### src/rtl/collision_pkg.sv
// Shared types for the collision engine.
//   state_t  : scan sequencer states
//   coord_t  : 11-bit pixel coordinate
//   corner_t : tank footprint corner being probed (TL, TR, BL, BR)
package collision_pkg;

    typedef logic [10:0] coord_t;

    typedef enum logic [2:0] {
        IDLE,
        TANK,
        MISSILE,
        CLEAR,
        PUBLISH
    } state_t;

    typedef enum logic [1:0] {
        CORNER_TL,
        CORNER_TR,
        CORNER_BL,
        CORNER_BR
    } corner_t;

    function automatic logic corner_right(input corner_t c);
        return (c == CORNER_TR) || (c == CORNER_BR);
    endfunction

    function automatic logic corner_bottom(input corner_t c);
        return (c == CORNER_BL) || (c == CORNER_BR);
    endfunction

endpackage

### src/rtl/collision_engine_if.sv
// Brick-clear request channel between the collision engine and the brick-map owner.
//   clrValid  : request pending (engine -> owner)
//   clrRow    : row of the brick to clear
//   clrCol    : column of the brick to clear
//   clrReady  : owner accepts the request this cycle
// master = collision engine, slave = brick-map owner.
interface collision_engine_if #(
    parameter int ROW_W = 4,
    parameter int COL_W = 5
);
    logic             clrValid;
    logic [ROW_W-1:0] clrRow;
    logic [COL_W-1:0] clrCol;
    logic             clrReady;

    modport master (output clrValid, output clrRow, output clrCol, input clrReady);
    modport slave  (input clrValid, input clrRow, input clrCol, output clrReady);
endinterface

### src/rtl/brick_cell_lookup.sv
// Combinational point-to-brick-cell lookup, shared by the tank and missile paths.
//   point_x/y    : pixel point (12 bits so callers can add small offsets without wrap)
//   matrix_x/y   : matrix top-left in pixels
//   brick_matrix : live occupancy, [row][col]
//   row/col      : cell indices containing the point
//   in_matrix    : point lies at a non-negative offset inside the matrix
//   brick        : occupancy bit of that cell, 0 when outside the matrix
module brick_cell_lookup
    import collision_pkg::*;
#(
    parameter int MAT_ROWS = 14,
    parameter int MAT_COLS = 17,
    parameter int BRICK_W  = 32,
    parameter int BRICK_H  = 32,
    localparam int ROW_W   = $clog2(MAT_ROWS),
    localparam int COL_W   = $clog2(MAT_COLS)
) (
    input  logic [11:0]                        point_x,
    input  logic [11:0]                        point_y,
    input  coord_t                             matrix_x,
    input  coord_t                             matrix_y,
    input  logic [MAT_ROWS-1:0][MAT_COLS-1:0]  brick_matrix,
    output logic [ROW_W-1:0]                   row,
    output logic [COL_W-1:0]                   col,
    output logic                               in_matrix,
    output logic                               brick
);

    localparam int SHX = $clog2(BRICK_W);
    localparam int SHY = $clog2(BRICK_H);

    logic signed [12:0] off_x;
    logic signed [12:0] off_y;
    logic        [12:0] cell_c;
    logic        [12:0] cell_r;

    assign off_x  = $signed({1'b0, point_x}) - $signed({2'b00, matrix_x});
    assign off_y  = $signed({1'b0, point_y}) - $signed({2'b00, matrix_y});

    // Only meaningful when the offset is non-negative; negatives are rejected below.
    assign cell_c = off_x[12:0] >> SHX;
    assign cell_r = off_y[12:0] >> SHY;

    assign in_matrix = !off_x[12] && !off_y[12] &&
                       (cell_c < 13'(MAT_COLS)) && (cell_r < 13'(MAT_ROWS));

    assign row = cell_r[ROW_W-1:0];
    assign col = cell_c[COL_W-1:0];

    // Full compare against every cell so an out-of-range index never selects a bit.
    always_comb begin
        brick = 1'b0;
        for (int r = 0; r < MAT_ROWS; r++) begin
            for (int c = 0; c < MAT_COLS; c++) begin
                if (in_matrix && (cell_r == 13'(r)) && (cell_c == 13'(c))) begin
                    brick = brick_matrix[r][c];
                end
            end
        end
    end

endmodule

### src/rtl/collision_engine.sv
// Frame-sequenced collision engine. On startOfFrame it snapshots tank and missile
// positions, probes tank corners and missile centres against the brick matrix and
// the playfield bounds, turns missile-on-brick hits into clear requests, and
// publishes the per-object flags in one edge.
//   clk, resetN      : clock, async active-low reset
//   startOfFrame     : one-cycle scan request
//   tankX/Y          : tank top-left, per tank
//   missileX/Y       : missile top-left, per missile
//   missileActive    : missile in flight
//   brickMatrix      : live occupancy [row][col]
//   matrixX/Y        : matrix top-left
//   tankCollision    : per-tank flag, updated on publish
//   missileHit       : per-missile flag, updated on publish
//   clr              : brick-clear request channel (master)
//   busy             : scan in progress
//   done             : pulse when flags are published
//   overrun          : pulse when a startOfFrame arrives mid-scan
//
// state   | meaning
// --------+----------------------------------------------------------
// IDLE    | waiting for startOfFrame
// TANK    | one (tank, corner) probe per cycle, corners TL,TR,BL,BR
// MISSILE | one missile centre probe per cycle
// CLEAR   | holding a brick-clear request until clrReady
// PUBLISH | copy shadow flags to outputs, pulse done
module collision_engine
    import collision_pkg::*;
#(
    parameter int NUM_TANKS    = 2,
    parameter int NUM_MISSILES = 2,
    parameter int MAT_ROWS     = 14,
    parameter int MAT_COLS     = 17,
    parameter int BRICK_W      = 32,
    parameter int BRICK_H      = 32,
    parameter int TANK_W       = 32,
    parameter int TANK_H       = 32,
    parameter int MISSILE_W    = 10,
    parameter int MISSILE_H    = 10,
    parameter int SCR_LEFT     = 16,
    parameter int SCR_RIGHT    = 560,
    parameter int SCR_TOP      = 16,
    parameter int SCR_BOTTOM   = 464
) (
    input  logic                              clk,
    input  logic                              resetN,
    input  logic                              startOfFrame,
    input  coord_t                            tankX [NUM_TANKS],
    input  coord_t                            tankY [NUM_TANKS],
    input  coord_t                            missileX [NUM_MISSILES],
    input  coord_t                            missileY [NUM_MISSILES],
    input  logic [NUM_MISSILES-1:0]           missileActive,
    input  logic [MAT_ROWS-1:0][MAT_COLS-1:0] brickMatrix,
    input  coord_t                            matrixX,
    input  coord_t                            matrixY,
    output logic [NUM_TANKS-1:0]              tankCollision,
    output logic [NUM_MISSILES-1:0]           missileHit,
    collision_engine_if.master                clr,
    output logic                              busy,
    output logic                              done,
    output logic                              overrun
);

    localparam int ROW_W = $clog2(MAT_ROWS);
    localparam int COL_W = $clog2(MAT_COLS);
    localparam int TI_W  = (NUM_TANKS > 1) ? $clog2(NUM_TANKS) : 1;
    localparam int MI_W  = (NUM_MISSILES > 1) ? $clog2(NUM_MISSILES) : 1;
    localparam int SHX   = $clog2(BRICK_W);
    localparam int SHY   = $clog2(BRICK_H);

    state_t                   state_q, state_d;
    logic [TI_W-1:0]          tank_idx_q, tank_idx_d;
    corner_t                  corner_q, corner_d;
    logic [MI_W-1:0]          mis_idx_q, mis_idx_d;
    coord_t                   tank_x_q [NUM_TANKS];
    coord_t                   tank_x_d [NUM_TANKS];
    coord_t                   tank_y_q [NUM_TANKS];
    coord_t                   tank_y_d [NUM_TANKS];
    coord_t                   mis_x_q [NUM_MISSILES];
    coord_t                   mis_x_d [NUM_MISSILES];
    coord_t                   mis_y_q [NUM_MISSILES];
    coord_t                   mis_y_d [NUM_MISSILES];
    logic [NUM_MISSILES-1:0]  mis_act_q, mis_act_d;
    logic [NUM_TANKS-1:0]     tank_sh_q, tank_sh_d;
    logic [NUM_TANKS-1:0]     tank_col_q, tank_col_d;
    logic [NUM_MISSILES-1:0]  mis_sh_q, mis_sh_d;
    logic [NUM_MISSILES-1:0]  mis_hit_q, mis_hit_d;
    logic                     last_valid_q, last_valid_d;
    logic [ROW_W-1:0]         last_row_q, last_row_d;
    logic [COL_W-1:0]         last_col_q, last_col_d;
    logic [ROW_W-1:0]         clr_row_q, clr_row_d;
    logic [COL_W-1:0]         clr_col_q, clr_col_d;
    logic                     done_q, done_d;
    logic                     overrun_q, overrun_d;

    coord_t                   cur_tx, cur_ty, cur_mx, cur_my;
    logic [11:0]              tank_r, tank_b, mis_cx, mis_cy;
    logic [SHX-1:0]           rem_x;
    logic [SHY-1:0]           rem_y;
    logic                     need_x, need_y;
    logic                     corner_tested, corner_hit;
    logic                     tank_scr_out, mis_scr_out, same_cell;
    logic                     last_tank, last_missile;

    logic [11:0]              look_x, look_y;
    logic [ROW_W-1:0]         look_row;
    logic [COL_W-1:0]         look_col;
    logic                     look_in, look_brick;

    assign cur_tx = tank_x_q[tank_idx_q];
    assign cur_ty = tank_y_q[tank_idx_q];
    assign cur_mx = mis_x_q[mis_idx_q];
    assign cur_my = mis_y_q[mis_idx_q];

    assign tank_r = {1'b0, cur_tx} + 12'(TANK_W);
    assign tank_b = {1'b0, cur_ty} + 12'(TANK_H);
    assign mis_cx = {1'b0, cur_mx} + 12'(MISSILE_W / 2);
    assign mis_cy = {1'b0, cur_my} + 12'(MISSILE_H / 2);

    // Offset modulo the cell size depends only on the low bits of both operands.
    assign rem_x  = cur_tx[SHX-1:0] - matrixX[SHX-1:0];
    assign rem_y  = cur_ty[SHY-1:0] - matrixY[SHY-1:0];
    assign need_x = (int'(rem_x) + TANK_W) > BRICK_W;
    assign need_y = (int'(rem_y) + TANK_H) > BRICK_H;

    assign tank_scr_out = ({1'b0, cur_tx} < 12'(SCR_LEFT))  || (tank_r > 12'(SCR_RIGHT)) ||
                          ({1'b0, cur_ty} < 12'(SCR_TOP))   || (tank_b > 12'(SCR_BOTTOM));
    assign mis_scr_out  = (mis_cx < 12'(SCR_LEFT)) || (mis_cx > 12'(SCR_RIGHT)) ||
                          (mis_cy < 12'(SCR_TOP))  || (mis_cy > 12'(SCR_BOTTOM));

    assign last_tank    = (tank_idx_q == TI_W'(NUM_TANKS - 1));
    assign last_missile = (mis_idx_q == MI_W'(NUM_MISSILES - 1));

    // Tank footprint never exceeds one cell, so the right/bottom neighbour is
    // reached by moving the probe point exactly one cell width/height.
    always_comb begin
        look_x = {1'b0, cur_tx};
        look_y = {1'b0, cur_ty};
        if (state_q == MISSILE) begin
            look_x = mis_cx;
            look_y = mis_cy;
        end else begin
            if (corner_right(corner_q))  look_x = {1'b0, cur_tx} + 12'(BRICK_W);
            if (corner_bottom(corner_q)) look_y = {1'b0, cur_ty} + 12'(BRICK_H);
        end
    end

    brick_cell_lookup #(
        .MAT_ROWS (MAT_ROWS),
        .MAT_COLS (MAT_COLS),
        .BRICK_W  (BRICK_W),
        .BRICK_H  (BRICK_H)
    ) u_lookup (
        .point_x      (look_x),
        .point_y      (look_y),
        .matrix_x     (matrixX),
        .matrix_y     (matrixY),
        .brick_matrix (brickMatrix),
        .row          (look_row),
        .col          (look_col),
        .in_matrix    (look_in),
        .brick        (look_brick)
    );

    always_comb begin
        corner_tested = 1'b0;
        case (corner_q)
            CORNER_TL: corner_tested = 1'b1;
            CORNER_TR: corner_tested = need_x;
            CORNER_BL: corner_tested = need_y;
            CORNER_BR: corner_tested = need_x && need_y;
            default:   corner_tested = 1'b0;
        endcase
    end

    assign corner_hit = corner_tested && look_in && look_brick;
    assign same_cell  = last_valid_q && (look_row == last_row_q) && (look_col == last_col_q);

    always_comb begin
        state_d      = state_q;
        tank_idx_d   = tank_idx_q;
        corner_d     = corner_q;
        mis_idx_d    = mis_idx_q;
        tank_x_d     = tank_x_q;
        tank_y_d     = tank_y_q;
        mis_x_d      = mis_x_q;
        mis_y_d      = mis_y_q;
        mis_act_d    = mis_act_q;
        tank_sh_d    = tank_sh_q;
        tank_col_d   = tank_col_q;
        mis_sh_d     = mis_sh_q;
        mis_hit_d    = mis_hit_q;
        last_valid_d = last_valid_q;
        last_row_d   = last_row_q;
        last_col_d   = last_col_q;
        clr_row_d    = clr_row_q;
        clr_col_d    = clr_col_q;
        done_d       = 1'b0;
        overrun_d    = startOfFrame && (state_q != IDLE);

        case (state_q)
            IDLE: begin
                if (startOfFrame) begin
                    tank_x_d     = tankX;
                    tank_y_d     = tankY;
                    mis_x_d      = missileX;
                    mis_y_d      = missileY;
                    mis_act_d    = missileActive;
                    tank_idx_d   = '0;
                    corner_d     = CORNER_TL;
                    mis_idx_d    = '0;
                    tank_sh_d    = '0;
                    mis_sh_d     = '0;
                    last_valid_d = 1'b0;
                    state_d      = TANK;
                end
            end

            TANK: begin
                if (corner_hit || ((corner_q == CORNER_TL) && tank_scr_out)) begin
                    tank_sh_d[tank_idx_q] = 1'b1;
                end
                if (corner_q == CORNER_BR) begin
                    corner_d = CORNER_TL;
                    if (last_tank) begin
                        state_d = MISSILE;
                    end else begin
                        tank_idx_d = tank_idx_q + 1'b1;
                    end
                end else begin
                    corner_d = corner_t'(corner_q + 2'd1);
                end
            end

            MISSILE: begin
                if (mis_act_q[mis_idx_q] && (mis_scr_out || (look_in && look_brick))) begin
                    mis_sh_d[mis_idx_q] = 1'b1;
                end
                if (mis_act_q[mis_idx_q] && !mis_scr_out && look_in && look_brick && !same_cell) begin
                    // Index advances only once the clear has been accepted.
                    clr_row_d = look_row;
                    clr_col_d = look_col;
                    state_d   = CLEAR;
                end else if (last_missile) begin
                    state_d = PUBLISH;
                end else begin
                    mis_idx_d = mis_idx_q + 1'b1;
                end
            end

            CLEAR: begin
                if (clr.clrReady) begin
                    last_valid_d = 1'b1;
                    last_row_d   = clr_row_q;
                    last_col_d   = clr_col_q;
                    if (last_missile) begin
                        state_d = PUBLISH;
                    end else begin
                        mis_idx_d = mis_idx_q + 1'b1;
                        state_d   = MISSILE;
                    end
                end
            end

            PUBLISH: begin
                tank_col_d = tank_sh_q;
                mis_hit_d  = mis_sh_q;
                done_d     = 1'b1;
                state_d    = IDLE;
            end

            default: state_d = IDLE;
        endcase
    end

    always_ff @(posedge clk or negedge resetN) begin
        if (!resetN) begin
            state_q      <= IDLE;
            tank_idx_q   <= '0;
            corner_q     <= CORNER_TL;
            mis_idx_q    <= '0;
            tank_x_q     <= '{default: '0};
            tank_y_q     <= '{default: '0};
            mis_x_q      <= '{default: '0};
            mis_y_q      <= '{default: '0};
            mis_act_q    <= '0;
            tank_sh_q    <= '0;
            tank_col_q   <= '0;
            mis_sh_q     <= '0;
            mis_hit_q    <= '0;
            last_valid_q <= 1'b0;
            last_row_q   <= '0;
            last_col_q   <= '0;
            clr_row_q    <= '0;
            clr_col_q    <= '0;
            done_q       <= 1'b0;
            overrun_q    <= 1'b0;
        end else begin
            state_q      <= state_d;
            tank_idx_q   <= tank_idx_d;
            corner_q     <= corner_d;
            mis_idx_q    <= mis_idx_d;
            tank_x_q     <= tank_x_d;
            tank_y_q     <= tank_y_d;
            mis_x_q      <= mis_x_d;
            mis_y_q      <= mis_y_d;
            mis_act_q    <= mis_act_d;
            tank_sh_q    <= tank_sh_d;
            tank_col_q   <= tank_col_d;
            mis_sh_q     <= mis_sh_d;
            mis_hit_q    <= mis_hit_d;
            last_valid_q <= last_valid_d;
            last_row_q   <= last_row_d;
            last_col_q   <= last_col_d;
            clr_row_q    <= clr_row_d;
            clr_col_q    <= clr_col_d;
            done_q       <= done_d;
            overrun_q    <= overrun_d;
        end
    end

    // clrValid decodes straight from the state flop so reset removes it at once.
    assign clr.clrValid  = (state_q == CLEAR);
    assign clr.clrRow    = clr_row_q;
    assign clr.clrCol    = clr_col_q;
    assign tankCollision = tank_col_q;
    assign missileHit    = mis_hit_q;
    assign busy          = (state_q != IDLE);
    assign done          = done_q;
    assign overrun       = overrun_q;

endmodule

### src/flat_wrapper.sv
// flat-port wrapper written by rule: the top's interface ports become plain ports
module collision_engine_flat import collision_pkg::*;
#(
    parameter int NUM_TANKS    = 2,
    parameter int NUM_MISSILES = 2,
    parameter int MAT_ROWS     = 14,
    parameter int MAT_COLS     = 17,
    parameter int BRICK_W      = 32,
    parameter int BRICK_H      = 32,
    parameter int TANK_W       = 32,
    parameter int TANK_H       = 32,
    parameter int MISSILE_W    = 10,
    parameter int MISSILE_H    = 10,
    parameter int SCR_LEFT     = 16,
    parameter int SCR_RIGHT    = 560,
    parameter int SCR_TOP      = 16,
    parameter int SCR_BOTTOM   = 464
)
  (clk, resetN, startOfFrame, tankX, tankY, missileX, missileY, missileActive, brickMatrix, matrixX, matrixY, tankCollision, missileHit, busy, done, overrun, clr_clrValid, clr_clrRow, clr_clrCol, clr_clrReady);
  collision_engine_if #(.ROW_W(4), .COL_W(5)) clr_i ();
  input  logic clk;
  input  logic resetN;
  input  logic startOfFrame;
  input  coord_t tankX[NUM_TANKS];
  input  coord_t tankY[NUM_TANKS];
  input  coord_t missileX[NUM_MISSILES];
  input  coord_t missileY[NUM_MISSILES];
  input  logic [NUM_MISSILES-1:0] missileActive;
  input  logic [MAT_ROWS-1:0][MAT_COLS-1:0] brickMatrix;
  input  coord_t matrixX;
  input  coord_t matrixY;
  output logic [NUM_TANKS-1:0] tankCollision;
  output logic [NUM_MISSILES-1:0] missileHit;
  output logic busy;
  output logic done;
  output logic overrun;
  output wire logic [$bits(clr_i.clrValid)-1:0] clr_clrValid;
  output wire logic [$bits(clr_i.clrRow)-1:0] clr_clrRow;
  output wire logic [$bits(clr_i.clrCol)-1:0] clr_clrCol;
  input wire logic [$bits(clr_i.clrReady)-1:0] clr_clrReady;
  assign clr_clrValid = clr_i.clrValid;
  assign clr_clrRow = clr_i.clrRow;
  assign clr_clrCol = clr_i.clrCol;
  assign clr_i.clrReady = clr_clrReady;
  collision_engine #(.NUM_TANKS(NUM_TANKS), .NUM_MISSILES(NUM_MISSILES), .MAT_ROWS(MAT_ROWS), .MAT_COLS(MAT_COLS), .BRICK_W(BRICK_W), .BRICK_H(BRICK_H), .TANK_W(TANK_W), .TANK_H(TANK_H), .MISSILE_W(MISSILE_W), .MISSILE_H(MISSILE_H), .SCR_LEFT(SCR_LEFT), .SCR_RIGHT(SCR_RIGHT), .SCR_TOP(SCR_TOP), .SCR_BOTTOM(SCR_BOTTOM)) u_core (.clk(clk), .resetN(resetN), .startOfFrame(startOfFrame), .tankX(tankX), .tankY(tankY), .missileX(missileX), .missileY(missileY), .missileActive(missileActive), .brickMatrix(brickMatrix), .matrixX(matrixX), .matrixY(matrixY), .tankCollision(tankCollision), .missileHit(missileHit), .clr(clr_i), .busy(busy), .done(done), .overrun(overrun));
endmodule
### config.mk
export PLATFORM = sky130hd
export DESIGN_NAME = collision_engine_flat
export DESIGN_NICKNAME = d
export VERILOG_FILES = /design/src/rtl/collision_pkg.sv /design/src/rtl/collision_engine_if.sv /design/src/rtl/brick_cell_lookup.sv /design/src/rtl/collision_engine.sv /design/src/flat_wrapper.sv
export SDC_FILE = /design/constraint.sdc
export NUM_CORES = 1
export LEC_CHECK = 0
export ABC_AREA = 1
export ABC_CLOCK_PERIOD_IN_PS = 26000
export BUFFER_PORTS_ARGS = -buffer_cell sky130_fd_sc_hd__clkbuf_2
export CORE_MARGIN = 3
export CORE_UTILIZATION = 37
export CTS_BUF_LIST = sky130_fd_sc_hd__clkbuf_4 sky130_fd_sc_hd__clkbuf_8 sky130_fd_sc_hd__clkbuf_16
export DETAILED_ROUTE_END_ITERATION = 10
export PLACE_DENSITY = 0.67
export SKIP_LAST_GASP = 1
export SYNTH_ARGS = -nofsm -noshare
export SYNTH_HDL_FRONTEND = slang
export SYNTH_SLANG_ARGS = --single-unit
### constraint.sdc
create_clock -name clk -period 26 [get_ports clk]
set_clock_uncertainty 0.05 [all_clocks]
set_input_delay 5.2 -clock clk [delete_from_list [all_inputs] [get_ports clk]]
set_output_delay 5.2 -clock clk [all_outputs]
set_load 0.01 [all_outputs]
==> impl_results.md, run 1 <==
- HP Class: flop to flop
- R2R cell count: 188
- Via count: 14.2k
- CTS H-Tree Depth: 4
- Sequential area share after synthesis: 27.2%
- Compound-cell area share of the yosys netlist: 10.9%
- Tightest Pin Transition: 1.15 ns
- Layout Nets: 2652
- WL/cell: 18.8 um
- VDD IR-drop max: 0.112 mV
- Hold wc startpoint: u_core.mis_y_q[13]
- First-pass GRT wire length: 76.1 mm
- Chip height: 183 um
- WS Path Type: input port to flop
- DP HPWL: 39.8 mm
- Post-CTS setup repair buffer count: 0
- Fin Setup TNS: 0 ns
- Crit path largest cell delay: 0.36 ns
- Worst path required time: 26.25 ns
- Initial drt markers: 1331
- CP most frequent cell: nand2_1
- Xor and xnor area share after synthesis: 2.73%
- CTS root buffer: clkbuf_16
- ANT nets after route: 0
- Final non-filler cell area: 14400 um^2
- Reg-to-Reg End: u_core.clr.clrCol[3]
- Largest net degree at the start of global routing: 100
- Vias in the first global route: 13.7k
- Area grow syn2layout: 24.0%
- Die X: 183 um
- Post-Syn Nets: 2307
- CTS Sinks: 126
- DR pass1 iterations: 8
- Worst-path clk slew: 0.06 ns
- Syn Area/Cell: 6.06 um^2
- Setup slack, reg-to-reg: 10.74 ns
- Synth warn: 0
- Number of placed cells counting well taps: 2633
- Status: finished, final reports clean
- Distinct cells, synth: 50
- Fin cells: 2665
- Leak Pwr: 0.00766 uW
- Layout cells sized above 1: 21.0%
- # IOs: 371
- Final period util: 69.1%
- Post-Synth Adder-Cell Area: 4.54%
- Most frequent cells in the layout: nand2_1 (720), clkbuf_2 (369), inv_1 (221)
- Num CTS Buffers: 17
- Max Clk Rate: 55.7 MHz
- Asr flop ratio synth: 100%
- CP max-delay cell: ha_1
- Final min period: 17.96 ns
- Cell row count: 64
- PD cells: 120 nW/um^2
- Post-CTS resize count: 0
- Largest family of logic cells by synthesized area: simple AND/OR/NAND/NOR gates
- Hold_ws: 0.419 ns
- Buffers on Ports: 370
- Final setup viols: 0
- Worst R2R Start: u_core.last_missile
- Number of synthesized register bits: 126
- Initial antenna violation count: 1
- Primary FF master, synth: dfrtp_1
- Drt total wl: 50.2 mm
- Layout filler cell count: 3327
- Hold Path Depth: 2
- Max_cap viols: 0
- Number of flops mapped to enable cells by yosys: 0
- Post-Syn Area: 11600 um^2
- Critical Path AT: 18.21 ns
- Hold Vio Cnt, Final: 0
- RSZ-0062 raised after global routing: no
- Maximum clock path buffer count: 2
- Core ar.: 30700 um^2
- Max Slew Vio Count: 0
- Rel. slew slack: 23.0%
- Ant. Diodes: 0
- Initial Util: 37.7%
- Clock Latency Late Sink: 0.42 ns
- Hold worst-path end: u_core.mis_y_q[13]
- TritonCTS clock tree: done
- GPL Wtd Cong: 0.980
- Area of the multi-input gates: 7190 um^2
- Commonest non-fill, non-tap cell in the layout: nand2_1
- Vias per cell: 5.32
- Post-synthesis mux area share: 0.173%
- DRC viols: 0
- Startpoint Class: input port
- # hold bufs at CTS: 0
- Global route overflow: 0
- Post-Syn Instances: 1911
- Storage element area: 3150 um^2
- Post-Synth Simple-Gate Area: 43.7%
- Die area: 33500 um^2
- Critical path peak fanout: 18
- DP Area: 13800 um^2
- CP Capture Type: flop
- Gr usage total: 29.0%
[critical path, delay by kind of cell]
family / cells / cell delay, ns
and+or+nand+nor: 163 / 11.14
adders and majority gates: 1 / 0.36
xor gates and xnor gates: 1 / 0.31
AOI/OAI and AO/OA: 5 / 0.78
buffers and inverters: 4 / 0.36
[stage by stage]
step / setup slack [ns] / total power [uW] / utilization, %
after floorplan: 10.17 / 1130 / -
after global placement: 7.99 / 1440 / 44.7
after detailed placement: 7.89 / 1450 / 44.7
after CTS: 8.24 / 1710 / 46.7
after global routing: 6.00 / 1880 / 46.7
final: 8.04 / 1720 / 46.7
[synthesized netlist by cell type, drive strengths merged (18+ instances only)]
master,number,area share (%)
nand3,159,7.1
a21oi,58,2.5
ha,42,4.5
inv,242,7.9
a31oi,18,0.97
nand4,49,2.6
o21ai,130,5.7
nor2,150,5.1
dfrtp,126,27
xor2,25,1.9
nand2,732,24
nand3b,42,2.7
clkbuf,35,1.1
buf,28,1.7
[report_power, final]
group          internal (uW)  leakage, uW  switching [uW]
clock network            149     0.000291            99.2
registers                279      0.00159            45.5
logic                    338      0.00578             809
[worst max-delay path by stage]
stage | startpoint | end | slack [ns] | cells past startpoint
after floorplan | matrixX[5] | u_core.last_missile | 10.17 | 178
after global placement | matrixX[2] | u_core.last_missile | 7.99 | 174
after detailed placement | matrixX[2] | u_core.state_q[1] | 7.89 | 173
after CTS | matrixX[2] | u_core.clr.clrCol[3] | 8.24 | 174
after global routing | matrixX[2] | u_core.clr.clrCol[3] | 6.00 | 174
final | matrixX[2] | u_core.clr.clrCol[3] | 8.04 | 174
[registers in the layout, summed over array words and instances (netlist names), 3 cells and up]
name,flops
u_core.mis_x_q,22
u_core.clr.clrRow,4
u_core.state_q,3
u_core.last_col_q,5
u_core.clr.clrCol,5
u_core.tank_y_q,22
u_core.mis_y_q,22
u_core.last_row_q,4
u_core.tank_x_q,22
[area by class of cell]
class / instances / share of cell area [%]
flip-flops and latches: 126 / 22.0
well taps: 396 / 3.45
clock buffers: 19 / 3.15
clock inverters: 13 / 1.07
multi-input cells: 1478 / 50.1
inverters: 244 / 6.40
repair buffers: 389 / 13.9
[routing by layer]
metal / GRT usage, % / vias to the layer above / share of wire (%)
li1: - / 6810 / -
met1: 37.2 / 6491 / 40
met2: 48.8 / 721 / 47
met3: 5.28 / 147 / 8.8
met4: 10.8 / 2 / 4.1
met5: 0 / - / 0.026
[cell families (layout without fill, tap and decap cells)]
logic type | after synthesis | count (layout)
AOI/OAI and AO/OA | 231 | 231
buffers and inverters | 307 | 665
and+or+nand+nor | 1169 | 1169
DFF | 126 | 126
xor gates and xnor gates | 34 | 34
muxes | 2 | 2
adders and majority gates | 42 | 42
(Power assumes the default switching activity.)
==> run 2, diff against run 1 <==
--- a/config.mk
+++ b/config.mk
@@ -5,14 +5,14 @@
 export SDC_FILE = /design/constraint.sdc
 export NUM_CORES = 1
 export LEC_CHECK = 0
-export ABC_AREA = 1
-export ABC_CLOCK_PERIOD_IN_PS = 26000
+export ABC_AREA = 0
+export ABC_CLOCK_PERIOD_IN_PS = 16200
 export BUFFER_PORTS_ARGS = -buffer_cell sky130_fd_sc_hd__clkbuf_2
 export CORE_MARGIN = 3
 export CORE_UTILIZATION = 37
 export CTS_BUF_LIST = sky130_fd_sc_hd__clkbuf_4 sky130_fd_sc_hd__clkbuf_8 sky130_fd_sc_hd__clkbuf_16
 export DETAILED_ROUTE_END_ITERATION = 10
-export PLACE_DENSITY = 0.67
+export PLACE_DENSITY = 0.69
 export SKIP_LAST_GASP = 1
 export SYNTH_ARGS = -nofsm -noshare
 export SYNTH_HDL_FRONTEND = slang
==> constraint.sdc (replaced) <==
create_clock -name clk -period 16.2 [get_ports clk]
set_clock_uncertainty 0.05 [all_clocks]
set_input_delay 3.24 -clock clk [delete_from_list [all_inputs] [get_ports clk]]
set_output_delay 3.24 -clock clk [all_outputs]
set_load 0.01 [all_outputs]
==> impl_results.md, run 2 <==
- RSZ-0062 raised after global routing: no
- Post-Syn Instances: 1709 (-11%)
- Worst R2R Start: u_core.last_missile
- Final non-filler cell area: 15600 um^2 (+8.4%)
- Worst path required time: 16.46 ns (-9.79 ns)
- Core ar.: 33600 um^2 (+9.3%)
- Fin Setup TNS: 0 ns (unchanged)
- Global route overflow: 0 (unchanged)
- Number of synthesized register bits: 126 (unchanged)
- Cell row count: 67 (+4.7%)
- Initial drt markers: 1437 (+8.0%)
- DP HPWL: 48.2 mm (+21%)
- Post-Syn Area: 12700 um^2 (+9.2%)
- Number of flops mapped to enable cells by yosys: 0 (unchanged)
- Crit path max-delay family: compound AO/OA/AOI/OAI gates
- Layout filler cell count: 3474 (+4.4%)
- Hold worst-path end: u_core.tank_x_q[14]
- Critical path peak fanout: 16 (-2)
- Rel. slew slack: 13.2% (-9.8 points)
- Drt total wl: 61.6 mm (+23%)
- Gr usage total: 32.3% (+3.4 points)
- Distinct cells, synth: 93 (+86%)
- CP most frequent cell: o21a_1
- Layout Nets: 2423 (-8.6%)
- Clock Latency Late Sink: 0.44 ns (+0.02 ns)
- Sequential area share after synthesis: 24.9% (-2.3 points)
- First-pass GRT wire length: 89.5 mm (+18%)
- WL/cell: 24.8 um (+31%)
- Syn Area/Cell: 7.40 um^2 (+22%)
- Largest net degree at the start of global routing: 92 (-8.0%)
- Final period util: 54.4%
- Vias in the first global route: 14.8k (+8.4%)
- CP Capture Type: flop
- CP Buf/Inv Count: 2 (-2)
- Top cell type's share of synthesized area: 24.9% (-2.3 points)
- Met2 GRT Util: 50.3% (+1.5 points)
- R2R cell count: 26 (-86%)
- Pre-CTS WS: 7.11 ns (-0.775 ns)
- Chip height: 191 um (+4.4%)
- # IOs: 371 (unchanged)
- Most common cell in the synthesized netlist: nand2_1
- Startpoint Class: input port
- Storage element area: 3150 um^2 (about the same)
- Asr flop ratio synth: 100% (unchanged)
- Max Clk Rate: 113 MHz
- CTS H-Tree Depth: 4 (unchanged)
- Final min period: 8.81 ns
- Reg-to-Reg End: u_core.clr.clrRow[3]
- Setup WS post-layout: 7.39 ns (-0.652 ns)
- Hold Path Depth: 2 (unchanged)
- Area grow syn2layout: 23.0%
- Met1 usage in global routing: 41.2% (+3.9 points)
- Die area: 36400 um^2 (+8.9%)
- Setup slack, reg-to-reg: 7.58 ns (-3.16 ns)
- Hold wc startpoint: u_core.tank_x_q[14]
- Initial antenna violation count: 1 (unchanged)
- Maximum clock path buffer count: 2 (unchanged)
- Buffers on Ports: 370 (unchanged)
- Post-CTS setup repair buffer count: 0 (unchanged)
- Crit path largest cell delay: 0.77 ns (+0.41 ns)
- Most frequent cells in the layout: nand2_1 (410), clkbuf_2 (370), dfrtp_1 (125)
- Post-Syn Nets: 2105 (-8.8%)
- Ant. Diodes: 0 (unchanged)
- Area of the multi-input gates: 8900 um^2 (+24%)
- Hold_ws: 0.421 ns (+0.00254 ns)
- # hold bufs at CTS: 0 (unchanged)
- Top area cells in the synthesized netlist: dfrtp_1 (25%), nand2_1 (12%), ha_1 (4.2%)
- DRC viols: 0 (unchanged)
- Tightest Pin Transition: 1.29 ns (+0.146 ns)
- CP max-delay cell: nor3_2
- Critical Path AT: 9.07 ns (-9.14 ns)
- CTS Sinks: 126 (unchanged)
- DP Area: 14900 um^2 (+8.5%)
- ANT nets after route: 0 (unchanged)
- Hold Vio Cnt, Final: 0 (unchanged)
- CP cell instances: clkbuf_2, inv_1, ha_1, o21a_1, o21a_1, o211a_1, nor3_2, o21ai_1, o21ai_0, nand3_1, a2111oi_0, a211oi_1, nor3_1, o31ai_1, a21oi_1, o21ai_4, mux2_2
- Num CTS Buffers: 17 (unchanged)
- Initial Util: 37.6% (about the same)
- Post-CTS resize count: 0 (unchanged)
- Worst-path clk slew: 0.06 ns (about the same)
- Max_cap viols: 0 (unchanged)
- Commonest non-fill, non-tap cell in the layout: nand2_1
- Met3 global-route usage: 6.97% (+1.7 points)
- Final setup viols: 0 (unchanged)
- Die X: 191 um (+4.4%)
- Status: finished, final reports clean
- GPL Wtd Cong: 1.01 (+3.5%)
- Top cells by count, synth: nand2_1 (411), dfrtp_1 (126), nor2_1 (100)
- Layout cells sized above 1: 25.6% (+4.6 points)
- Max Slew Vio Count: 0 (unchanged)
- WS Path Type: input port to flop
- Synth warn: 0 (unchanged)
- DR pass1 iterations: 8 (unchanged)
- Largest area contributor in the netlist: dfrtp_1
- Gr busiest metal: met2
- HP Class: flop to flop
- Vias per cell: 6.15 (+16%)
- CTS root buffer: clkbuf_16
- Via count: 15.3k (+8.0%)
- TritonCTS clock tree: done
- Primary FF master, synth: dfrtp_1
run 2: cell types whose count changed in the layout (fill, tap and decap cells not counted), moves of 35 or more:
cell	before	now
inv_1	221	46
mux2i_1	2	46
nand2_1	720	410
nand3_1	154	52
nand3b_1	42	7
nor2_1	140	100
run 2: cells by family after synthesis:
kind of cell / share of synthesized area, %
flip-flops: 24.9
AO/OA/AOI/OAI: 27.2
XOR/XNOR: 4.35
buffers and inverters: 5.06
AND/OR/NAND/NOR: 27.1
adder cells (fa/ha/maj): 4.15
multiplexers: 7.18
run 2: area by class of cell:
cell class | instances | area share (%)
Multi-Input combinational cell | 1428 | 57.2
Sequential cell | 126 | 20.3
Timing Repair Buffer | 408 | 13.7
Tap cell | 448 | 3.60
Clock buffer | 18 | 2.78
Clock inverter | 14 | 1.32
Inverter | 46 | 1.11
run 2: how the worst max path moves through the flow:
stage	start	to	slack, ns	cells after the start
6_report	matrixX[1]	u_core.clr.clrRow[3]	7.39	17
2_1_floorplan	u_core.last_missile	u_core.clr.clrCol[0]	8.29	33
3_3_place_gp	matrixX[7]	u_core.clr.clrCol[4]	7.32	16
4_1_cts	matrixX[5]	u_core.clr.clrRow[3]	7.61	18
3_5_place_dp	matrixX[4]	u_core.clr.clrRow[0]	7.11	18
5_1_grt	matrixX[5]	u_core.clr.clrRow[0]	7.16	18
run 2: routing by layer:
layer,up-vias,share of wire [%]
met4,2,6.5
met5,-,0.021
met1,7172,40
met2,978,44
met3,231,9.8
li1,6921,-
run 2: per-stage QoR:
stage	utilization (%)	std cells
after global placement	44.4	2455
after detailed placement	44.4	2455
after floorplan	-	1709
final	46.3	2488
after global routing	46.3	2488
after CTS	46.3	2487
run 2: worst min-delay path, stage by stage, from the launching register on:
cell     delay [ns]
dfrtp_1        0.34
nand2_1        0.05
nand2_1        0.05
Power of run 2 is not shown: default switching activity piles up to over one toggle a cycle in this logic, so the estimate is an artifact.
